===== src/rtl/flag_branch_unit_pkg.sv =====
// Shared types for the flag register / branch resolution unit.
// Flag bit positions, condition codes and FSM states.
package flag_branch_unit_pkg;

  localparam int FLAG_N = 2;
  localparam int FLAG_V = 1;
  localparam int FLAG_Z = 0;

  typedef logic [2:0] flags_t;

  typedef enum logic [2:0] {
    COND_NE = 3'b000,
    COND_EQ = 3'b001,
    COND_GT = 3'b010,
    COND_LT = 3'b011,
    COND_GE = 3'b100,
    COND_LE = 3'b101,
    COND_OV = 3'b110,
    COND_UN = 3'b111
  } cond_e;

  typedef enum logic [1:0] {
    ST_IDLE    = 2'd0,
    ST_WAIT    = 2'd1,
    ST_RESOLVE = 2'd2
  } state_e;

  function automatic flags_t merge_flags(
    input flags_t cur,
    input flags_t val,
    input flags_t mask
  );
    return (cur & ~mask) | (val & mask);
  endfunction

endpackage


===== src/rtl/flag_branch_unit_if.sv =====
// Bundle between EX / issue / fetch and the flag-branch unit.
// master drives requests and results, slave is the unit.
interface flag_branch_unit_if #(
  parameter int CW = 2
);
  logic          issue_fw;
  logic          issue_ready;
  logic          ex_valid;
  logic [2:0]    ex_flag;
  logic [2:0]    ex_flag_write;
  logic          flush;
  logic          br_req;
  logic [2:0]    br_cond;
  logic          br_ack;
  logic          br_taken;
  logic [2:0]    flags_out;
  logic [CW-1:0] pending;

  modport master (
    output issue_fw,
    output ex_valid,
    output ex_flag,
    output ex_flag_write,
    output flush,
    output br_req,
    output br_cond,
    input  issue_ready,
    input  br_ack,
    input  br_taken,
    input  flags_out,
    input  pending
  );

  modport slave (
    input  issue_fw,
    input  ex_valid,
    input  ex_flag,
    input  ex_flag_write,
    input  flush,
    input  br_req,
    input  br_cond,
    output issue_ready,
    output br_ack,
    output br_taken,
    output flags_out,
    output pending
  );

endinterface


===== src/rtl/branch_cond_eval.sv =====
// Combinational condition-code evaluator: (cond, {N,V,Z}) -> taken.
// Shared with the decoder, so it carries no state.
module branch_cond_eval
  import flag_branch_unit_pkg::*;
(
  input  cond_e  cond,
  input  flags_t flags,
  output logic   taken
);

  logic n;
  logic v;
  logic z;

  assign n = flags[FLAG_N];
  assign v = flags[FLAG_V];
  assign z = flags[FLAG_Z];

  always_comb begin
    taken = 1'b0;
    unique case (cond)
      COND_NE: taken = ~z;
      COND_EQ: taken = z;
      COND_GT: taken = ~z & ~n;
      COND_LT: taken = n;
      COND_GE: taken = z | ~n;
      COND_LE: taken = z | n;
      COND_OV: taken = v;
      COND_UN: taken = 1'b1;
      default: taken = 1'b0;
    endcase
  end

endmodule


===== src/rtl/flag_branch_unit.sv =====
// Architectural Z/V/N flag register with in-flight tracking and
// a handshaked conditional-branch resolver that never uses stale flags.
module flag_branch_unit
  import flag_branch_unit_pkg::*;
#(
  parameter int MAX_INFLIGHT = 3,
  parameter bit BYPASS       = 1'b1
) (
  input logic               clk,
  input logic               rst,
  flag_branch_unit_if.slave bus
);

  localparam int CW = $clog2(MAX_INFLIGHT + 1);
  localparam logic [CW-1:0] MAX_CNT = CW'(MAX_INFLIGHT);
  localparam logic [CW-1:0] ONE_CNT = CW'(1);

  flags_t        flags_q;
  flags_t        flags_m;
  flags_t        eval_flags;
  logic [CW-1:0] pend_q;
  logic          retire;
  logic          accept;
  logic          dec;
  logic          bypass_hit;
  logic          can_resolve;
  logic          cond_taken;
  state_e        state_q;
  state_e        state_d;
  cond_e         cond_q;
  cond_e         cond_d;
  cond_e         cond_sel;
  logic          taken_q;
  logic          taken_d;

  assign retire  = bus.ex_valid & (|bus.ex_flag_write);
  assign accept  = bus.issue_fw & bus.issue_ready;
  assign dec     = retire & (pend_q != '0);
  assign flags_m = bus.ex_valid
                 ? merge_flags(flags_q, bus.ex_flag,
                               bus.ex_flag_write)
                 : flags_q;

  assign bus.issue_ready = (pend_q != MAX_CNT);
  assign bus.flags_out   = flags_q;
  assign bus.pending     = pend_q;

  // flush only clears tracking; a retiring write still commits
  always_ff @(posedge clk) begin
    if (rst) begin
      flags_q <= '0;
      pend_q  <= '0;
    end else begin
      flags_q <= flags_m;
      if (bus.flush)
        pend_q <= '0;
      else if (accept & ~dec)
        pend_q <= pend_q + ONE_CNT;
      else if (dec & ~accept)
        pend_q <= pend_q - ONE_CNT;
    end
  end

  // last outstanding write retiring now: its result is forwarded
  assign bypass_hit = BYPASS && (pend_q == ONE_CNT) && retire;
  assign eval_flags = bypass_hit ? flags_m : flags_q;

  assign cond_sel = (state_q == ST_IDLE)
                  ? cond_e'(bus.br_cond)
                  : cond_q;

  assign can_resolve = (cond_sel == COND_UN)
                     | (pend_q == '0)
                     | bypass_hit;

  branch_cond_eval u_eval (
    .cond  (cond_sel),
    .flags (eval_flags),
    .taken (cond_taken)
  );

  always_ff @(posedge clk) begin
    if (rst) begin
      state_q <= ST_IDLE;
      cond_q  <= COND_NE;
      taken_q <= 1'b0;
    end else begin
      state_q <= state_d;
      cond_q  <= cond_d;
      taken_q <= taken_d;
    end
  end

  always_comb begin
    state_d = state_q;
    cond_d  = cond_q;
    taken_d = taken_q;
    unique case (state_q)
      ST_IDLE: begin
        if (bus.br_req) begin
          cond_d = cond_sel;
          if (can_resolve) begin
            state_d = ST_RESOLVE;
            taken_d = cond_taken;
          end else begin
            state_d = ST_WAIT;
          end
        end
      end
      ST_WAIT: begin
        if (bus.flush) begin
          state_d = ST_IDLE;
        end else if (can_resolve) begin
          state_d = ST_RESOLVE;
          taken_d = cond_taken;
        end
      end
      ST_RESOLVE: state_d = ST_IDLE;
      default:    state_d = ST_IDLE;
    endcase
  end

  assign bus.br_ack   = (state_q == ST_RESOLVE);
  assign bus.br_taken = (state_q == ST_RESOLVE) & taken_q;

endmodule


===== src/flat_wrapper.sv =====
// flat-port wrapper written by rule: the top's interface ports become plain ports
module flag_branch_unit_flat import flag_branch_unit_pkg::*;
#(
  parameter int MAX_INFLIGHT = 3,
  parameter bit BYPASS       = 1'b1
)
  (clk, rst, bus_issue_fw, bus_ex_valid, bus_ex_flag, bus_ex_flag_write, bus_flush, bus_br_req, bus_br_cond, bus_issue_ready, bus_br_ack, bus_br_taken, bus_flags_out, bus_pending);
  flag_branch_unit_if #(.CW(2)) bus_i ();
  input logic clk;
  input logic rst;
  input wire logic [$bits(bus_i.issue_fw)-1:0] bus_issue_fw;
  input wire logic [$bits(bus_i.ex_valid)-1:0] bus_ex_valid;
  input wire logic [$bits(bus_i.ex_flag)-1:0] bus_ex_flag;
  input wire logic [$bits(bus_i.ex_flag_write)-1:0] bus_ex_flag_write;
  input wire logic [$bits(bus_i.flush)-1:0] bus_flush;
  input wire logic [$bits(bus_i.br_req)-1:0] bus_br_req;
  input wire logic [$bits(bus_i.br_cond)-1:0] bus_br_cond;
  output wire logic [$bits(bus_i.issue_ready)-1:0] bus_issue_ready;
  output wire logic [$bits(bus_i.br_ack)-1:0] bus_br_ack;
  output wire logic [$bits(bus_i.br_taken)-1:0] bus_br_taken;
  output wire logic [$bits(bus_i.flags_out)-1:0] bus_flags_out;
  output wire logic [$bits(bus_i.pending)-1:0] bus_pending;
  assign bus_i.issue_fw = bus_issue_fw;
  assign bus_i.ex_valid = bus_ex_valid;
  assign bus_i.ex_flag = bus_ex_flag;
  assign bus_i.ex_flag_write = bus_ex_flag_write;
  assign bus_i.flush = bus_flush;
  assign bus_i.br_req = bus_br_req;
  assign bus_i.br_cond = bus_br_cond;
  assign bus_issue_ready = bus_i.issue_ready;
  assign bus_br_ack = bus_i.br_ack;
  assign bus_br_taken = bus_i.br_taken;
  assign bus_flags_out = bus_i.flags_out;
  assign bus_pending = bus_i.pending;
  flag_branch_unit #(.MAX_INFLIGHT(MAX_INFLIGHT), .BYPASS(BYPASS)) u_core (.clk(clk), .rst(rst), .bus(bus_i));
endmodule

===== config.mk =====
export PLATFORM = sky130hd
export DESIGN_NAME = flag_branch_unit_flat
export DESIGN_NICKNAME = d
export VERILOG_FILES = /design/src/rtl/flag_branch_unit_pkg.sv /design/src/rtl/flag_branch_unit_if.sv /design/src/rtl/branch_cond_eval.sv /design/src/rtl/flag_branch_unit.sv /design/src/flat_wrapper.sv
export SDC_FILE = /design/constraint.sdc
export NUM_CORES = 1
export LEC_CHECK = 0
export ABC_AREA = 1
export CAP_MARGIN = 20
export CORE_MARGIN = 2
export CORE_UTILIZATION = 40
export CTS_CLUSTER_SIZE = 14
export DETAILED_ROUTE_END_ITERATION = 8
export PLACE_DENSITY = 0.8
export SLEW_MARGIN = 10
export SYNTH_ARGS = -nofsm -noshare
export SYNTH_HDL_FRONTEND = slang
export SYNTH_SLANG_ARGS = --single-unit

===== constraint.sdc =====
create_clock -name clk -period 1.5 [get_ports clk]
set_clock_uncertainty 0.2 [all_clocks]
set_input_delay 0.225 -clock clk [delete_from_list [all_inputs] [get_ports clk]]
set_output_delay 0.225 -clock clk [all_outputs]
set_load 0.02 [all_outputs]

=== Yosys cells after proc, flatten, opt, wreduce, memory -nomap -nowiden ===
Index checks and enable logic that the tools add are counted.

* Add/sub/neg operators: 2
* Equal/unequal tests: 14
* Mux-type cells: 15
* Bitwise operators: 19
* Reductions and logical operators: 12

{| class="wikitable"
|+ Operator list
! kind !! count
|-
| $eq 3x3->1 const B || 4
|-
| $mux 2 || 6
|-
| $mux 3 || 3
|-
| $pmux 1 s8 || 1
|-
| $and 1x1->1 || 7
|-
| $and 3x3->3 || 2
|-
| $eq 3x2->1 const B || 2
|-
| $ne 2x2->1 const B || 3
|-
| $reduce_bool 2->1 || 3
|-
| $eq 2x1->1 const B || 2
|-
| $logic_not 2->1 || 2
|-
| $not 1->1 || 4
|-
| $or 1x1->1 || 4
|-
| $pmux 2 s2 || 1
|-
| $reduce_and 2->1 || 2
|-
| $eq 3x1->1 const B || 1
|-
| $logic_not 3->1 || 1
|-
| $mux 1 || 3
|-
| $ne 3x2->1 const B || 1
|-
| $not 3->3 || 1
|-
| $or 3x3->3 || 1
|-
| $reduce_and 3->1 || 1
|-
| $reduce_or 3->1 || 1
|-
| $add 2x1->2 const B || 1
|-
| 5 further kinds || 5
|}

* Bits in registers: 11
* Bits of input ports: 15
* Output and inout port bits: 8
* Logic and storage cells: 67

=== Longest topological paths before layout ===
* Word-level depth: 11
* Depth in mapped cells: 11
* Depth with buffers taken out: 11

=== Cells and area by module ===
Synthesis repeated with hierarchy kept, for this count alone.

* Cell total of the unflattened synthesis: 100
* Area total of the unflattened synthesis: 683.2 um^2

{| class="wikitable"
|+ By module, submodules not included
! module !! times used !! cells an instance !! area an instance (um^2) !! seq. area each (um^2)
|-
| flag_branch_unit || 1 || 85 || 611.8 || 220.2
|-
| branch_cond_eval || 1 || 15 || 71.3 || 0.0
|}

=== Least setup slack after synthesis ===
Ideal clock, no wire load.

* Path kind: flip-flop to flip-flop
* Start point: register u_core.pend_q[0] (netlist: u_core.bus.pending[0])
* End point: register u_core.pend_q[1] (netlist: u_core.bus.pending[1])
* Setup time: 0.115 ns
* Arrival time: 1.376 ns
* Data required time: 1.185 ns
* Slack: -0.191 ns
* Cell stages (with the launch flop): 8
* Buffers on the path: 0
* Clock period less this slack: 1.691 ns
* Cells stage by stage: dfxtp_1 inv_1 ha_1 inv_1 nand2_1 ha_1 o21ai_0 inv_1

* Word-level cells in the longest chain between the ends: 5
* Elaborated cells on any way between the ends: 13
* Those cells by class: add/sub: 2; eq/ne: 1; mux: 2; bitwise: 6; reduce/logical: 2

{| class="wikitable"
|+ Ends and longest elaborated chain
! what !! line !! source
|-
| start: declaration || flag_branch_unit.sv:21 || <nowiki>logic [CW-1:0] pend_q;</nowiki>
|-
| start signal: assignment || flag_branch_unit.sv:58 || <nowiki>pend_q <= pend_q + ONE_CNT;</nowiki>
|-
| start signal: assignment || flag_branch_unit.sv:60 || <nowiki>pend_q <= pend_q - ONE_CNT;</nowiki>
|-
| $ne 2x2->1 or $reduce_bool 2->1 (tied branches) || flag_branch_unit.sv:44, flag_branch_unit.sv:38 ||
|-
| $and 1x1->1 (on tied branches) || flag_branch_unit.sv:37, flag_branch_unit.sv:38 ||
|-
| $not 1->1 (on tied branches) || flag_branch_unit.sv:59, flag_branch_unit.sv:57 ||
|-
| $and 1x1->1 (on tied branches) || flag_branch_unit.sv:59, flag_branch_unit.sv:57 ||
|-
| $reduce_bool 2->1 (no line) or $mux 2 (tied branches) || -- ||
|}

Parallel ways exist; a longest one is shown, timed or not. The select of a mux whose other input is x is not followed.
A chain may end at the register's enable or synchronous reset.

=== Final worst setup path ===
* Start point: register u_core.pend_q[1] (netlist: u_core.bus.pending[1])
* End point: register u_core.taken_q

* Word-level cells in the longest chain between the ends: 9
* Elaborated cells on any way between the ends: 16
* Those cells by class: eq/ne: 1; mux: 6; bitwise: 7; reduce/logical: 2

{| class="wikitable"
|+ Ends and longest elaborated chain
! what !! line !! source
|-
| $eq 2x1->1 || flag_branch_unit.sv:65 || <nowiki>assign bypass_hit = BYPASS && (pend_q == ONE_CNT) && retire;</nowiki>
|-
| $logic_and 1x1->1 || flag_branch_unit.sv:65 ||
|-
| $mux 3 || flag_branch_unit.sv:66 || <nowiki>assign eval_flags = bypass_hit ? flags_m : flags_q;</nowiki>
|-
| $not 1->1 (on tied branches) || branch_cond_eval.sv:24, branch_cond_eval.sv:26, branch_cond_eval.sv:22 ||
|-
| $or 1x1->1 or $and 1x1->1 (tied branches) || branch_cond_eval.sv:26, branch_cond_eval.sv:24 ||
|-
| $pmux 1 s8 || branch_cond_eval.sv:21 || <nowiki>unique case (cond)</nowiki>
|-
| $mux 1 (*) || flag_branch_unit.sv:102, flag_branch_unit.sv:113 ||
|-
| $mux 1 (on tied branches) || flag_branch_unit.sv:111, flag_branch_unit.sv:100 ||
|-
| $pmux 1 s2 (*) || flag_branch_unit.sv:98 || <nowiki>unique case (state_q)</nowiki>
|-
| end signal: assignment || flag_branch_unit.sv:90 || <nowiki>taken_q <= taken_d;</nowiki>
|-
| end: declaration || flag_branch_unit.sv:33 || <nowiki>logic taken_q;</nowiki>
|}

Mark *: on every way between the ends. The rest lies on a longest branch, timed or not. The select of a mux whose other input is x is not followed.

==> run_results.csv <==
group,metric,value,unit
global_routing,global_route.usage.total,0.2263,
detailed_routing,routedWlPerCell,10.90,µm
sta,final.setup.worst_slack,-0.1561,ns
cells_and_area,postLayoutCellArea,1245,µm²
floorplanning,height_of_the_chip,47.29,µm
sta,timing_worst_slew_pin_value,0.3326,ns
worst_setup_path,cpPeakStageDelay,0.34,ns
worst_setup_path,timing.reg2reg.worst_path_depth,8,
cells_and_area,layout-drive-gt1-share,0.3841,
cells_and_area,area_delta_synth_final,66.11,%
detailed_routing,firstDrtPassIters,4,
detailed_routing,vias,891,
synthesis,mappedNetlistArea,749.5,µm²
worst_setup_path,worstReg2RegStart,"u_core.bus.pending[1]$_SDFFE_PP0P_",
synthesis,synth_area_leader_cell,"sky130_fd_sc_hd__dfxtp_1",
synthesis,synth_area_per_cell,6.351,µm²
synthesis,synthMostInstantiatedCell,"sky130_fd_sc_hd__nand2_1",
global_routing,grt_overflow,0,
global_routing,antenna_found_initial,0,
synthesis,synthDominantCellAreaShare,0.2938,
clock_tree,clock-sinks,11,
synthesis,synthTopCellsByCount,"sky130_fd_sc_hd__nand2_1 (32), sky130_fd_sc_hd__inv_1 (18), sky130_fd_sc_hd__dfxtp_1 (11), sky130_fd_sc_hd__nand3_1 (11), sky130_fd_sc_hd__nor2_1 (11)",
floorplanning,starting_density_of_the_core,0.4294,
worst_setup_path,timing.rr.end,"u_core.taken_q$_SDFFE_PP0P_",
worst_setup_path,crit_type,"flop to flop",
synthesis,synth.distinct_cells,20,
synthesis,post_synth_inst_count,118,
sta,finalCritPeriodShare,1.104,
synthesis,ys_async_rst_share,0,
global_routing,grt_pass1_wl,3594,µm
floorplanning,pin_count,23,
synthesis,count_of_flip_flops_with_a_built_in_enable_after_synthesis,0,
worst_setup_path,worst_path_buffer_plus_inverter_count,1,
place,gpl.final_weighted_congestion,0.8268,
detailed_routing,detail_route.drc_violations,0,
global_routing,grt_start_max_net_pins,9,
worst_setup_path,cp_common_cell,"sky130_fd_sc_hd__nand2_1",
synthesis,yosys_warnings,0,
sta,timing.final.max_slew_violations,0,
floorplanning,row_count,15,
power,power_per_cell_area,796.5,nW/µm²
synthesis,synthTopCellsByArea,"sky130_fd_sc_hd__dfxtp_1 (29%), sky130_fd_sc_hd__nand2_1 (16%), sky130_fd_sc_hd__inv_1 (9.0%)",
floorplanning,design.die.area,2236,µm²
worst_setup_path,worst_r2r_setup_slack,-0.16,ns
sta,relSlewSlack,0.7764,
synthesis,synth_seq_area_share,0.2938,
floorplanning,die_width,47.29,µm
worst_setup_path,worstPathCellList,"inv_2 -> ha_1 -> nand2_2 -> nand2_1 -> nand2_1 -> o21ai_0 -> nand3_1 -> a21oi_2",
sta,setup_viol_count_final,6,
cells_and_area,n_antenna_cell,0,
job,maximum_capacitance_violations,0,
sta,timing.fmax,0.6038,GHz
min_path,min_to,"u_core.bus.flags_out[0]$_SDFF_PP0_",
worst_setup_path,crit_slowest_cell,"sky130_fd_sc_hd__dfxtp_4",
sta,final-hold-violation-count,0,
detailed_routing,routed_via_density,4.714,
min_path,worst_hold_startpoint,"bus_ex_flag_write[0]",
clock_tree,clkLatencyLatePin,0.28,ns
power,irDropWorstVdd,0.0005874,V
cells_and_area,final.fill_count,129,
clock_tree,cts_root_cell,"sky130_fd_sc_hd__clkbuf_4",
place,dp_hpwl,1467,µm
floorplanning,core_area,1745,µm²
detailed_routing,remaining_antenna_violation_count_after_routing,0,
cells_and_area,layout.nets,184,
min_path,worst_hold_path_type,"input port to flop",
worst_setup_path,critical_path.startpoint_type,"flop",
worst_setup_path,timing.critical_path.fanout_max,6,
clock_tree,cts_tree,"built",
synthesis,synth.net_count,137,
global_routing,vias_in_the_first_global_route,867,
clock_tree,cts.path.max_buffers,2,
sta,fin_crit,1.656,ns
worst_setup_path,critPathRequiredTime,1.52,ns
clock_tree,tritoncts.num_buffers,3,
sta,grt_setup_unrepaired,"true",
worst_setup_path,worst_setup_path_end_kind,"flop",
clock_tree,holdBufCountCts,0,
detailed_routing,drt_iter0_drc,17,
detailed_routing,route.final.wire_length,2061,µm
synthesis,synth-seq-cells,11,
synthesis,post_synth_top_flop,"sky130_fd_sc_hd__dfxtp_1",
min_path,timing.hold.worst_path_depth,4,
clock_tree,cts.clk_slew.worst_paths,0.08,ns
place,io_buffers,22,
run_status,violations,"negative setup slack",
run_status,status,"finished with violations",
place,placement.cell_area,1119,µm²
worst_setup_path,top_delay_family_on_crit_path,"simple AND/OR/NAND/NOR gates",
worst_setup_path,timing.critical_path.arrival,1.68,ns
clock_tree,cts.htree.levels,1,
sta,hold_ws,0.2308,ns
power,power.leakage,0.0006229,µW
cells_and_area,final_core_util,0.7133,
routing by layer:
metal,vias up,GRT usage,share of wire,wire length [µm]
met5,-,0,0,0
met4,0,0.1056,0.020,42
met3,7,0.06538,0.033,67
met1,401,0.2959,0.45,928
li1,469,-,-,-
met2,14,0.3405,0.50,1022
stage by stage:
step	setup WS [ns]	std cells	power, µW	TNS [ns]
final	-0.1561	189	991.6	-0.3483
after global placement	-0.3986	178	698.3	-1.834
after global routing	-0.2607	189	1062	-0.9426
after CTS	-0.1531	185	946.3	-0.3691
after floorplan	0.003077	118	555.8	0
after detailed placement	-0.4696	178	710.8	-2.060
worst max path at each step:
stage                                             from                                 end  slack [ns]  depth (start not counted)
detailed placement                        bus_ex_valid  u_core.bus.pending[0]$_SDFFE_PP0P_       -0.47                          7
CTS                     u_core.state_q[1]$_SDFFE_PP0P_         u_core.taken_q$_SDFFE_PP0P_       -0.15                         10
floorplan           u_core.bus.pending[0]$_SDFFE_PP0P_  u_core.bus.pending[0]$_SDFFE_PP0P_       0.003                          7
global placement                          bus_ex_valid  u_core.bus.pending[1]$_SDFFE_PP0P_       -0.40                          8
finish              u_core.bus.pending[1]$_SDFFE_PP0P_         u_core.taken_q$_SDFFE_PP0P_       -0.16                          8
global route        u_core.bus.pending[1]$_SDFFE_PP0P_         u_core.taken_q$_SDFFE_PP0P_       -0.26                          8
report_power, final:
group          switching [µW]  total, µW  internal (µW)
clock network             106        210            103
logic                     233        445            212
registers                17.4        337            319
what timing repair did:
item / 4_1_cts / 5_1_grt
gates resized for setup: 35 / 19
setup endpoints to repair: 13 / 12
pin swaps: 13 / 9
buffers inserted: 4 / 4
cell usage in the layout (no fill, tap or decap), types with 2 or more instances in the layout:
master                            synthesis  final
sky130_fd_sc_hd__a21oi_1                  8      7
sky130_fd_sc_hd__a21oi_2                  1      2
sky130_fd_sc_hd__buf_4                    0     20
sky130_fd_sc_hd__buf_6                    0      2
sky130_fd_sc_hd__clkbuf_2                 0      2
sky130_fd_sc_hd__clkbuf_4                 0      3
sky130_fd_sc_hd__clkdlybuf4s50_1          0     10
sky130_fd_sc_hd__dfxtp_1                 11      8
sky130_fd_sc_hd__dfxtp_4                  0      2
sky130_fd_sc_hd__dlygate4sd2_1            0      8
sky130_fd_sc_hd__ha_2                     0      2
sky130_fd_sc_hd__inv_1                   18     14
sky130_fd_sc_hd__inv_2                    1      5
sky130_fd_sc_hd__nand2_1                 32     23
sky130_fd_sc_hd__nand2_2                  5     13
sky130_fd_sc_hd__nand3_1                 11     11
sky130_fd_sc_hd__nor2_1                  11      8
sky130_fd_sc_hd__nor2_2                   0      2
sky130_fd_sc_hd__nor2_4                   1      2
sky130_fd_sc_hd__o21ai_0                  6      3
sky130_fd_sc_hd__o21ai_1                  0      3
sky130_fd_sc_hd__o21ai_2                  2      2
tightest hold or removal path: cells and delay by family:
family	cells	cell delay, ns
AOI/OAI and AO/OA	1	0.06
buffers and inverters	1	0.23
and+or+nand+nor	2	0.16
cell type report:
class / count / area (µm²) / share of cell area
clock buffer: 4 / 26.28 / 0.02111
multi-input combinational: 88 / 534.3 / 0.4291
tap: 25 / 31.28 / 0.02513
sequential: 11 / 229.0 / 0.1839
inverter: 19 / 71.32 / 0.05729
timing repair buffer: 42 / 352.8 / 0.2834
cell families (layout without fill, tap and decap cells):
| kind of cell | after synthesis | in the layout | synth area share |
|---|---|---|---|
| and+or+nand+nor | 64 | 64 | 0.3823 |
| adders and majority gates | 4 | 4 | 0.06678 |
| buffers and inverters | 19 | 65 | 0.09515 |
| AOI/OAI and AO/OA | 18 | 18 | 0.1386 |
| xor gates and xnor gates | 2 | 2 | 0.02338 |
| DFF | 11 | 11 | 0.2938 |
flip-flops by register name, summed over array words and instances, names as in the netlist:
| signal | cells |
|---|---|
| u_core.cond_q | 3 |
| u_core.taken_q | 1 |
| u_core.state_q | 2 |
| u_core.bus.flags_out | 3 |
| u_core.bus.pending | 2 |
Note: power is estimated with default switching activity, not from simulation.
